File: config.mk
export PLATFORM = sky130hd
export DESIGN_NAME = multicycle_sequencer
export DESIGN_NICKNAME = d
export VERILOG_FILES = /design/src/rtl/multicycle_sequencer.sv
export SDC_FILE = /design/constraint.sdc
export NUM_CORES = 1
export LEC_CHECK = 0
export ABC_CLOCK_PERIOD_IN_PS = 4700
export BUFFER_PORTS_ARGS = -buffer_cell sky130_fd_sc_hd__buf_4
export CORE_ASPECT_RATIO = 1.5
export CORE_UTILIZATION = 40
export DETAILED_ROUTE_END_ITERATION = 8
export MAX_ROUTING_LAYER = met4
export PLACE_DENSITY = 0.68
export SLEW_MARGIN = 20
export SYNTH_ARGS = -nofsm -noshare
export SYNTH_HDL_FRONTEND = slang
export SYNTH_SLANG_ARGS = --single-unit
File: constraint.sdc
create_clock -name clk -period 4.7 [get_ports clk]
set_clock_uncertainty 0.1 [all_clocks]
set_input_delay 0.235 -clock clk [delete_from_list [all_inputs] [get_ports clk]]
set_output_delay 0.235 -clock clk [all_outputs]
set_load 0.1 [all_outputs]
File: src/rtl/multicycle_sequencer.sv
// Multi-cycle MIPS control sequencer.
// Steps each instruction through FETCH/DECODE/EXEC/MEM/WB.
// Handshakes with the shared memory port (mem_ready) and the iterative MULT/DIV unit
// (alu_start/alu_done). The core halts on SYSCALL or on a memory timeout.
module multicycle_sequencer #(
    parameter int unsigned MEM_TIMEOUT = 16
) (
    input  logic       clk,
    input  logic       rst_b,
    input  logic [5:0] opcode,
    input  logic [5:0] func,
    input  logic       mem_ready,
    input  logic       alu_done,
    output logic       mem_read,
    output logic       mem_write_en,
    output logic       i_or_d,
    output logic       ir_load,
    output logic       pc_write,
    output logic [1:0] pc_src,
    output logic       branch,
    output logic [5:0] alu_op,
    output logic       alu_src,
    output logic       alu_start,
    output logic       reg_write,
    output logic       reg_dst,
    output logic       mem_to_reg,
    output logic       link,
    output logic       halted,
    output logic       bus_error,
    output logic [2:0] state
);

    // FSM state encoding (visible on the debug port)
    localparam logic [2:0] StFetch  = 3'd0;
    localparam logic [2:0] StDecode = 3'd1;
    localparam logic [2:0] StExec   = 3'd2;
    localparam logic [2:0] StMem    = 3'd3;
    localparam logic [2:0] StWb     = 3'd4;
    localparam logic [2:0] StHalt   = 3'd5;

    // Instruction classes latched in DECODE; jumps and SYSCALL never need one
    localparam logic [2:0] ClsNop    = 3'd0;
    localparam logic [2:0] ClsRtype  = 3'd1;
    localparam logic [2:0] ClsIalu   = 3'd2;
    localparam logic [2:0] ClsLoad   = 3'd3;
    localparam logic [2:0] ClsStore  = 3'd4;
    localparam logic [2:0] ClsBranch = 3'd5;
    localparam logic [2:0] ClsMulDiv = 3'd6;

    // Last wait cycle of an access; a miss on this cycle is a bus error
    localparam logic [7:0] TimeoutLast = 8'(MEM_TIMEOUT - 1);

    logic [2:0] state_q, state_d;
    logic [2:0] cls_q, cls_d;
    logic [5:0] alu_op_q, alu_op_d;
    logic       alu_src_q, alu_src_d;
    logic [7:0] cnt_q, cnt_d;
    logic       busy_q, busy_d;
    logic       bus_err_q, bus_err_d;

    logic [2:0] dec_cls;
    logic [5:0] dec_alu_op;
    logic       dec_alu_src;
    logic       dec_jump;
    logic       dec_link;
    logic       dec_sys;
    logic       timeout_hit;

    assign timeout_hit = (cnt_q == TimeoutLast);

    // Instruction decode from the live IR fields
    always_comb begin
        dec_cls     = ClsNop;
        dec_alu_op  = 6'h00;
        dec_alu_src = 1'b0;
        dec_jump    = 1'b0;
        dec_link    = 1'b0;
        dec_sys     = 1'b0;
        case (opcode)
            6'h00: begin
                if (func == 6'h0C) begin
                    dec_sys = 1'b1;
                end else if (func == 6'h18 || func == 6'h1A) begin
                    dec_cls    = ClsMulDiv;
                    dec_alu_op = func;
                end else begin
                    dec_cls    = ClsRtype;
                    dec_alu_op = func;
                end
            end
            6'h02: dec_jump = 1'b1;
            6'h03: begin
                dec_jump = 1'b1;
                dec_link = 1'b1;
            end
            6'h08: begin dec_cls = ClsIalu; dec_alu_op = 6'h20; dec_alu_src = 1'b1; end
            6'h09: begin dec_cls = ClsIalu; dec_alu_op = 6'h21; dec_alu_src = 1'b1; end
            6'h0C: begin dec_cls = ClsIalu; dec_alu_op = 6'h24; dec_alu_src = 1'b1; end
            6'h0D: begin dec_cls = ClsIalu; dec_alu_op = 6'h25; dec_alu_src = 1'b1; end
            6'h0E: begin dec_cls = ClsIalu; dec_alu_op = 6'h26; dec_alu_src = 1'b1; end
            6'h0A: begin dec_cls = ClsIalu; dec_alu_op = 6'h2A; dec_alu_src = 1'b1; end
            6'h0F: begin dec_cls = ClsIalu; dec_alu_op = 6'h3D; dec_alu_src = 1'b1; end
            6'h23, 6'h20: begin
                dec_cls     = ClsLoad;
                dec_alu_op  = 6'h20;
                dec_alu_src = 1'b1;
            end
            6'h2B, 6'h28: begin
                dec_cls     = ClsStore;
                dec_alu_op  = 6'h20;
                dec_alu_src = 1'b1;
            end
            6'h04: begin dec_cls = ClsBranch; dec_alu_op = 6'h38; end
            6'h05: begin dec_cls = ClsBranch; dec_alu_op = 6'h39; end
            6'h06: begin dec_cls = ClsBranch; dec_alu_op = 6'h3A; end
            6'h07: begin dec_cls = ClsBranch; dec_alu_op = 6'h3B; end
            6'h01: begin dec_cls = ClsBranch; dec_alu_op = 6'h3C; end
            default: ;
        endcase
    end

    // Next state, class latch, memory timeout counter and MULT/DIV busy tracking
    always_comb begin
        state_d   = state_q;
        cls_d     = cls_q;
        alu_op_d  = alu_op_q;
        alu_src_d = alu_src_q;
        cnt_d     = 8'd0;
        busy_d    = 1'b0;
        bus_err_d = bus_err_q;
        case (state_q)
            StFetch: begin
                if (mem_ready) begin
                    state_d = StDecode;
                end else if (timeout_hit) begin
                    state_d   = StHalt;
                    bus_err_d = 1'b1;
                end else begin
                    cnt_d = cnt_q + 8'd1;
                end
            end
            StDecode: begin
                cls_d     = dec_cls;
                alu_op_d  = dec_alu_op;
                alu_src_d = dec_alu_src;
                if (dec_sys) begin
                    state_d = StHalt;
                end else if (dec_jump || dec_cls == ClsNop) begin
                    state_d = StFetch;
                end else begin
                    state_d = StExec;
                end
            end
            StExec: begin
                case (cls_q)
                    ClsMulDiv: begin
                        // busy_q marks that the start pulse has already gone out
                        if (alu_done) begin
                            state_d = StFetch;
                        end else begin
                            busy_d = 1'b1;
                        end
                    end
                    ClsBranch:          state_d = StFetch;
                    ClsLoad, ClsStore:  state_d = StMem;
                    ClsRtype, ClsIalu:  state_d = StWb;
                    default:            state_d = StFetch;
                endcase
            end
            StMem: begin
                if (mem_ready) begin
                    state_d = (cls_q == ClsLoad) ? StWb : StFetch;
                end else if (timeout_hit) begin
                    state_d   = StHalt;
                    bus_err_d = 1'b1;
                end else begin
                    cnt_d = cnt_q + 8'd1;
                end
            end
            StWb:    state_d = StFetch;
            StHalt:  state_d = StHalt;
            default: state_d = StFetch;
        endcase
    end

    // State registers
    always_ff @(posedge clk or negedge rst_b) begin
        if (!rst_b) begin
            state_q   <= StFetch;
            cls_q     <= ClsNop;
            alu_op_q  <= 6'h00;
            alu_src_q <= 1'b0;
            cnt_q     <= 8'd0;
            busy_q    <= 1'b0;
            bus_err_q <= 1'b0;
        end else begin
            state_q   <= state_d;
            cls_q     <= cls_d;
            alu_op_q  <= alu_op_d;
            alu_src_q <= alu_src_d;
            cnt_q     <= cnt_d;
            busy_q    <= busy_d;
            bus_err_q <= bus_err_d;
        end
    end

    // Control outputs; gated by rst_b so requests drop the instant reset asserts
    always_comb begin
        mem_read     = 1'b0;
        mem_write_en = 1'b0;
        i_or_d       = 1'b0;
        ir_load      = 1'b0;
        pc_write     = 1'b0;
        pc_src       = 2'd0;
        branch       = 1'b0;
        alu_op       = 6'h00;
        alu_src      = 1'b0;
        alu_start    = 1'b0;
        reg_write    = 1'b0;
        reg_dst      = 1'b0;
        mem_to_reg   = 1'b0;
        link         = 1'b0;
        halted       = 1'b0;
        if (rst_b) begin
            case (state_q)
                StFetch: begin
                    mem_read = 1'b1;
                    if (mem_ready) begin
                        ir_load  = 1'b1;
                        pc_write = 1'b1;
                        pc_src   = 2'd0;
                    end
                end
                StDecode: begin
                    if (!dec_sys && dec_jump) begin
                        pc_write  = 1'b1;
                        pc_src    = 2'd2;
                        reg_write = dec_link;
                        link      = dec_link;
                    end
                end
                StExec: begin
                    alu_op  = alu_op_q;
                    alu_src = alu_src_q;
                    if (cls_q == ClsBranch) begin
                        branch = 1'b1;
                        pc_src = 2'd1;
                    end
                    if (cls_q == ClsMulDiv) begin
                        alu_start = !busy_q;
                    end
                end
                StMem: begin
                    alu_op       = alu_op_q;
                    alu_src      = alu_src_q;
                    i_or_d       = 1'b1;
                    mem_read     = (cls_q == ClsLoad);
                    mem_write_en = (cls_q == ClsStore);
                end
                StWb: begin
                    alu_op     = alu_op_q;
                    alu_src    = alu_src_q;
                    reg_write  = 1'b1;
                    reg_dst    = (cls_q == ClsRtype);
                    mem_to_reg = (cls_q == ClsLoad);
                end
                StHalt:  halted = 1'b1;
                default: ;
            endcase
        end
    end

    assign bus_error = bus_err_q;
    assign state     = state_q;

endmodule

### Yosys cells after proc, flatten, opt, wreduce, memory -nomap -nowiden

Cells that the tools add are included.

| operators by class | value |
|---|---|
| add/subtract/negate cells | 1 |
| multiply operators | 0 |
| div/mod/pow operators | 0 |
| magnitude comparators | 0 |
| equality and inequality tests | 34 |
| shifts and indexed selects | 0 |
| multiplexer cells | 62 |
| bitwise operators | 1 |
| reductions and logical operators | 20 |

Operators by type and width:

| kind | count |
|---|---|
| $pmux W6 S13 | 1 |
| $eq A6 B4 Y1 const B | 8 |
| $mux W1 | 37 |
| $pmux W3 S5 | 2 |
| $eq A6 B3 Y1 const B | 4 |
| $eq A6 B6 Y1 const B | 4 |
| $mux W3 | 8 |
| $mux W8 | 3 |
| $mux W6 | 3 |
| $eq A3 B3 Y1 const B | 5 |
| $eq A3 B2 Y1 const B | 4 |
| $eq A6 B2 Y1 const B | 2 |
| $eq A6 B5 Y1 const B | 2 |
| $reduce_or A2 Y1 | 6 |
| $reduce_or A11 Y1 | 1 |
| $reduce_or A5 Y1 | 2 |
| $pmux W3 S3 | 1 |
| $add A8 B1 Y8 const B | 1 |
| $eq A8 B4 Y1 const B | 1 |
| $reduce_or A7 Y1 | 1 |
| $eq A3 B1 Y1 const B | 2 |
| $eq A6 B1 Y1 const B | 1 |
| $logic_not A3 Y1 | 2 |
| $logic_not A6 Y1 | 1 |
| other kinds (10) | 16 |

| storage, ports and cells | value |
|---|---|
| register bits after elaboration | 23 |
| latch bits | 0 |
| RAM bits | 0 |
| memory bits (read-only) | 0 |
| bits of input ports | 16 |
| output and inout bits | 25 |
| word-level logic and storage cells | 125 |
| memories kept | 0 |

### Depth between registers and ports, before layout

Gate-level depths: netlist of run 1.

| logic depth | value |
|---|---|
| word-level depth | 10 |
| gate-level depth with buffers | 6 |
| depth with buffers taken out | 5 |

### Worst setup path before layout of run 1

No wires, ideal clock.

| timing path | value |
|---|---|
| path type | register -> output |
| from | register state_q[0] (netlist: state[0]) |
| to | output reg_dst |
| arrival time | 4524 ps |
| required time | 4365 ps |
| path slack | -159 ps |
| stages on the path, launching flop included | 5 |
| buffers on the path | 1 |
| cells stage by stage | dfrtp_1 buf_6 nor2_1 nand3_1 nor4b_1 |

| between the ends | value |
|---|---|
| cells in the longest elaborated chain, start to end | 3 |

RTL lines:

| item | line | source |
|---|---|---|
| from (decl) | 53 | `logic [2:0] state_q, state_d;` |
| from (signal assigned) | 189 | `state_q <= StFetch;` |
| from (signal assigned) | 197 | `state_q <= state_d;` |
| $eq A3 B3 Y1 | 225 | `case (state_q)` |
| $mux W1 | 225 |  |
| $mux W1 | 224 | `if (rst_b) begin` |
| to (decl) | 25 | `output logic reg_dst,` |

Every way passes these cells.

### Final worst setup path of run 1

| timing path | value |
|---|---|
| from | register state_q[0] (netlist: state[0]) |
| to | output link |

| between the ends | value |
|---|---|
| cells in the longest elaborated chain, start to end | 3 |

RTL lines:

| item | line | source |
|---|---|---|
| $eq A3 B1 Y1 | 225 |  |
| $mux W1 | 225 |  |
| $mux W1 | 224 |  |
| to (decl) | 27 | `output logic link,` |

Every way passes these cells.

==> metrics.md, run 1 <==
| Metric | Value |
|---|---|
| Status | complete, no violations |
| Crit path arrival time | roughly 2400 ps |
| Initial antenna violation count | 0 |
| Die H | around 81 µm |
| Largest net degree at the start of global routing | 33 |
| LEAKAGE | about 0.0009 µW |
| Worst r2r src | state[0]$_DFFE_PN0N_ |
| Util after Layout | 0.506 |
| Max Freq | between 300 and 400 MHz |
| Routability cong. | around 0.89 |
| Hold depth | 2 |
| Pre-CTS WS | 2230 ps |
| Setup_tns | 0 ps |
| Row count | 28 |
| Sw frac | 0.523 |
| Root cell of the clock tree | clkbuf_8 |
| Mapped cell area | between 1500 and 2000 µm² |
| M1 GR Usage | 0.227 |
| Post-synth top area share | 0.345 |
| Overall power | 969 µW |
| Hold Crit Endpoint | busy_q$_DFF_PN0_ |
| Post-route ant nets | 0 |
| Remaining DRCs | 0 |
| Worst min path class | in2reg |
| Setup ws final | a little under 2000 ps |
| Worst slew pin tran | ~490 ps |
| RSZ-0062 raised after global routing | no |
| CTS resizes | 0 |
| Cells after DPL | ~270 |
| Primary FF master, synth | dfrtp_1 |
| Core region area | roughly 4000 µm² |
| Ant. Diodes | 0 |
| Worst-Skew Late Latency | around 270 ps |
| Iteration-0 DRC Markers | 36 |
| Number of I/O pins | approximately 40 |
| Layout area overhead | 20.3% |
| PD cells | between 400 and 500 nW/µm² |
| CP max FO | 13 |
| Most instantiated cells after synthesis | nor2_1, dfrtp_1, nand2_1 |
| Clk pwr share | 0.134 |
| CTS Buffer Depth | 2 |
| Synth Instances | between 150 and 200 |
| Combinational Power Share | 0.537 |
| Hold path startpoint | alu_done |
| Pre-Repair DR Iteration Count | 4 |
| Postcts setup bufs | 0 |
| CTS tree | done |
| Final Hold Fails | 0 |
| Warnings, synthesis | 0 |
| Port buffer count | 40 |
| Max Cap Viol | 0 |
| Die X | about 55 µm |
| Share of cells above drive strength 1 | 0.276 |
| Routed len/inst | between 10 and 15 µm |
| Final Instance Count excl. Fillers | 270 |
| Count of final setup violators | 0 |
| WS Path Type | reg2out |
| Crit path launch type | flop |
| Post-synthesis sequential area ratio | 0.345 |
| Count leader, synth | nor2_1 |
| Vias in the first global route | 1383 |
| Initial Utilization | 0.421 |
| FF+latch count, synth | 23 |
| Layout Nets | 243 |
| Ys async rst share | 1.00 |
| Worst reg2reg path endpoint | state[1]$_DFFE_PN0N_ |
| Post-synth EDFFs | 0 |
| Crit. End Element | output port |
| Worst vdd ir | approximately 0.34 mV |
| NetSw | 507 µW |
| Num CTS Buffers | 3 |
| Worst R2R Setup Slack | approximately 2800 ps |
| Rel. slew slack | 0.671 |
| Syn avg cell area | 8.73 µm² |
| Grt ovf | 0 |
| Largest cells by area after synthesis | dfrtp_1, nor2_1, and2_1 |
| Post-DR vias/cell | 5.57 |
| Seq pwr share | 0.328 |
| Minimum clock period | 2770 ps |
| Dpl hpwl | ~3100 µm |
| # hold bufs at CTS | 1 |
| Depth of the CTS H-tree | 1 |
| Clk slew on worst S/H paths | 90 ps |
| First-pass GRT wire length | 6320 µm |
| Final wirelength | between 3000 and 4000 µm |
| Die area | 4430 µm² |
| Internal power | 462 µW |
| Period utilisation layout | 0.590 |
| Met2 Track Usage GR | 0.349 |
| Number of vias in the routed layout | approximately 1500 |
| Syn Nets | ~210 |
| CTS sink count | 23 |
| Unique masters post-synth | 58 |
| GRT Total Usage | 0.201 |
| Critical Path RT | ~4400 ps |
| Area leader, netlist | dfrtp_1 |
| Reg2Reg Depth | 4 |
| Grt met3 use | 0.0225 |
| Slew Viols, Final | 0 |
| GRT busiest layer | met2 |
-- worst max path at each step --
stage / startpoint / to / slack, ps
finish: state[0]$_DFFE_PN0N_ / link / 1930
global route: state[0]$_DFFE_PN0N_ / link / 1780
CTS: state[0]$_DFFE_PN0N_ / link / 1920
detailed placement: state[0]$_DFFE_PN0N_ / link / 2230
global placement: state[0]$_DFFE_PN0N_ / link / 2300
floorplan: state[1]$_DFFE_PN0N_ / alu_start / 630
-- critical path, stage by stage (launching register included) --
cell and delay [ps]:
dfrtp_1 560, or3b_1 590, nor3_4 300, and4_1 290, and2_1 140, buf_4 280
-- layout by cell type, fill, tap and decap left out, types with 2 or more instances in the layout --
cell / count
a21bo_2: 2
a21oi_1: 9
a221o_1: 2
a22o_1: 3
a22oi_1: 2
a31oi_1: 4
a32o_1: 2
and2_1: 9
and3_1: 4
buf_4: 40
clkbuf_8: 3
dfrtp_1: 23
inv_1: 6
nand2_1: 12
nand2b_1: 4
nand3_1: 5
nand3b_1: 3
nor2_1: 25
nor2b_1: 7
nor3_1: 3
nor3b_1: 4
nor4b_1: 2
o21ai_0: 5
o21ai_1: 4
o31ai_1: 2
or3b_2: 2
xnor2_1: 6
xor2_1: 2
-- power groups by stage --
stage / sequential, µW / clock (µW) / combinational [µW]
5_1_grt: 331 / 142 / 560
6_report: 318 / 130 / 521
4_1_cts: 319 / 131 / 527
2_1_floorplan: 362 / 0 / 376
3_3_place_gp: 318 / 0 / 525
3_5_place_dp: 323 / 0 / 525
-- sequential cells by signal, indices dropped and copies added (netlist names) --
signal	cells
bus_error	1
alu_op_q	6
cnt_q	8
state	3
cls_q	3
busy_q	1
alu_src_q	1
-- per-stage QoR --
step	hold WS [ps]	area (µm²)
floorplan	-161	1670
global placement	77.6	1950
detailed placement	80.3	1950
CTS	8.49	2000
global route	18.0	2000
finish	6.30	2000
-- cell families after synthesis --
group                    after synthesis  synth area share
AO/OA/AOI/OAI                         45             0.193
multiplexers                           1           0.00676
XOR/XNOR                               8            0.0420
AND/OR/NAND/NOR                       96             0.343
adder cells (fa/ha/maj)                1           0.00751
buffers and inverters                 17            0.0623
flip-flops                            23             0.345
-- layer usage --
metal  vias to the layer above  share of wire  routed length, µm
met4                         0          0.026                105
met3                         9          0.022                 87
li1                        750              -                  -
met2                        30           0.54               2170
met1                       716           0.41               1620
met5                         -              0                  0
-- final cells by class --
type / instances / area, µm²
fill: 403 / 1950
multi-input combinational: 151 / 993
sequential: 23 / 576
timing repair buffer: 41 / 310
tap: 45 / 56.3
clock buffer: 3 / 41.3
inverter: 6 / 22.5
clock inverter: 1 / 5.00
Note: power is estimated with default switching activity, not from simulation.
==> inputs of run 2 (changes only) <==
--- a/config.mk
+++ b/config.mk
@@ -5,7 +5,7 @@
 export SDC_FILE = /design/constraint.sdc
 export NUM_CORES = 1
 export LEC_CHECK = 0
-export ABC_CLOCK_PERIOD_IN_PS = 4700
+export ABC_CLOCK_PERIOD_IN_PS = 2700
 export BUFFER_PORTS_ARGS = -buffer_cell sky130_fd_sc_hd__buf_4
 export CORE_ASPECT_RATIO = 1.5
 export CORE_UTILIZATION = 40
==> constraint.sdc (replaced) <==
create_clock -name clk -period 2.7 [get_ports clk]
set_clock_uncertainty 0.1 [all_clocks]
set_input_delay 0.135 -clock clk [delete_from_list [all_inputs] [get_ports clk]]
set_output_delay 0.135 -clock clk [all_outputs]
set_load 0.1 [all_outputs]
==> run 2 against run 1 <==
Net effect:
- utilization rose by 2.0 points
- sequential power rose by 77%
- critical path depth did not move
- sequential share of layout area fell by 0.97 points
- via count rose by 1.3%
- register-to-register slack got worse by 1900 ps
- critical path type unchanged
- critical endpoint unchanged
- largest power group unchanged
==> metrics.md, run 2 (synthesis gave the netlist of run 1 again) <==
| Metric | Value |
|---|---|
| Num CTS Buffers | 3 |
| Worst vdd ir | between 0.8 and 0.9 mV |
| Dpl cell area | 2010 µm² |
| Die area | about 4400 µm² |
| M1 WL | about 1600 µm |
| Root cell of the clock tree | clkbuf_8 |
| Port buffer count | 40 |
| Pre-CTS WS | between 400 and 500 ps |
| Max Freq | roughly 400 MHz |
| CP max FO | 12 |
| Max layer used | met4 |
| Hold path startpoint | func[3] |
| WS Path Type | reg2out |
| Overall power | ~1700 µW |
| Post-route cell area | between 2000 and 2500 µm² |
| PD cells | 830 nW/µm² |
| Worst min path class | in2reg |
| Crit path arrival time | about 2200 ps |
| Critical Path RT | ~2500 ps |
| Slew Viols, Final | 0 |
| LEAKAGE | between 0.0009 and 0.001 µW |
| Max reg flops | 8 |
| Most flops, register | cnt_q |
| Period utilisation layout | 0.912 |
| Routability cong. | 0.884 |
| CTS sink count | 23 |
| Fill cells | 390 |
| Iteration-0 DRC Markers | 25 |
| Final wirelength | ~3800 µm |
| Share of cells above drive strength 1 | 0.335 |
| CTS tree | done |
| Worst slew pin tran | 431 ps |
| Remaining DRCs | 0 |
| Ant. Diodes | 0 |
| Setup_tns | 0 ps |
| Setup ws final | about 240 ps |
| Worst-Skew Late Latency | ~270 ps |
| Die X | around 55 µm |
| Worst R2R Setup Slack | 980 ps |
| Layout Nets | roughly 250 |
| Most frequent cells in the layout | buf_4, nor2_1, dfrtp_1 |
| Initial antenna violation count | 0 |
| Biggest regs | cnt_q (8), alu_op_q (6) |
| Pre-Repair DR Iteration Count | 4 |
| Core region area | between 3000 and 4000 µm² |
| Crit path launch type | flop |
| Worst setup path start | state[2]$_DFFE_PN0N_ |
| Post-route ant nets | 0 |
| Max Cap Viol | 0 |
| Clk slew on worst S/H paths | around 90 ps |
| Post-DR vias/cell | 5.61 |
| Routed len/inst | around 14 µm |
| Vias in the first global route | between 1000 and 1500 |
| Postcts setup bufs | 0 |
| Status | complete, no violations |
| Initial Utilization | 0.421 |
| First-pass GRT wire length | between 6000 and 7000 µm |
| CTS Buffer Depth | 2 |
| Row count | 28 |
| Crit. End Element | output port |
| RSZ-0062 raised after global routing | no |
| Worst r2r src | state[0]$_DFFE_PN0N_ |
| Dpl hpwl | 3000 µm |
| Met2 wire len | 2000 µm |
| Layout area overhead | 25.0% |
| Die H | just over 80 µm |
| Final Hold Fails | 0 |
| GRT Total Usage | 0.197 |
| Number of I/O pins | 41 |
| Grt ovf | 0 |
| Minimum clock period | around 2500 ps |
| Rel. slew slack | 0.712 |
| Number of vias in the routed layout | between 1500 and 2000 |
| Commonest non-fill, non-tap cell in the layout | buf_4 |
| Count of final setup violators | 0 |
| Met3 wire length | around 180 µm |
| Largest net degree at the start of global routing | 33 |
| Depth of the CTS H-tree | 1 |
run 2: changes by cell type in the layout (fill, tap and decap cells not counted), sizes merged:
cell,change
buf,+1
clkinv,-1
clkinvlp,+1
dlygate4sd3,+1
run 2: final cells by class:
type	count	area, µm²	area share
Tap cell	45	56.3	0.0270
Sequential cell	23	578	0.277
Clock inverter	1	7.51	0.00360
Clock buffer	3	41.3	0.0198
Multi-Input combinational cell	151	1050	0.504
Timing Repair Buffer	43	328	0.157
Inverter	6	22.5	0.0108
run 2: report_power, final:
group | leakage, µW | internal (µW) | switching [µW] | total [µW]
logic | 0.000586 | 295 | 648 | 943
registers | 0.000307 | 440 | 125 | 564
clock network | 0.0000217 | 105 | 117 | 221
total | 0.000915 | 840 | 889 | 1730
run 2: worst max-delay path, cell delays in order, from the launching register on:
cell     delay, ps
dfrtp_1        510
or3b_4         510
nor3_4         230
and4_4         300
and2_4         140
buf_4          270
run 2: path summary, 6_finish.rpt:
| kind | to | cells past startpoint |
|---|---|---|
| max | link | 5 |
| min | alu_op_q[3]$_DFFE_PN0N_ | 3 |
| max reg2reg | cls_q[0]$_DFFE_PN0N_ | 4 |
| min reg2reg | cnt_q[0]$_DFF_PN0_ | 1 |
| max in group asynchronous | state[0]$_DFFE_PN0N_ | 2 |
| min in group asynchronous | cnt_q[5]$_DFF_PN0_ | 2 |
run 2: metal layers:
metal  GRT usage  up-vias
li1            -      761
met1       0.232      706
met2       0.330       51
met3      0.0187        7
met4      0.0821        0
met5           -        -
run 2: per-stage QoR:
step / hold WS [ps] / utilization / std cells
floorplan: -261 / - / 191
global placement: -29.2 / 0.508 / 266
detailed placement: -24.8 / 0.508 / 266
CTS: 9.13 / 0.526 / 272
finish: 12.1 / 0.526 / 272
global route: 18.9 / 0.526 / 272
run 2: timing repair:
| item | CTS | global route |
|---|---|---|
| hold buffers | 2 | 0 |
| hold endpoints to repair | 24 | 0 |
| endpoints found under the setup margin | 0 | 1 |
| gates resized for setup | 0 | 1 |
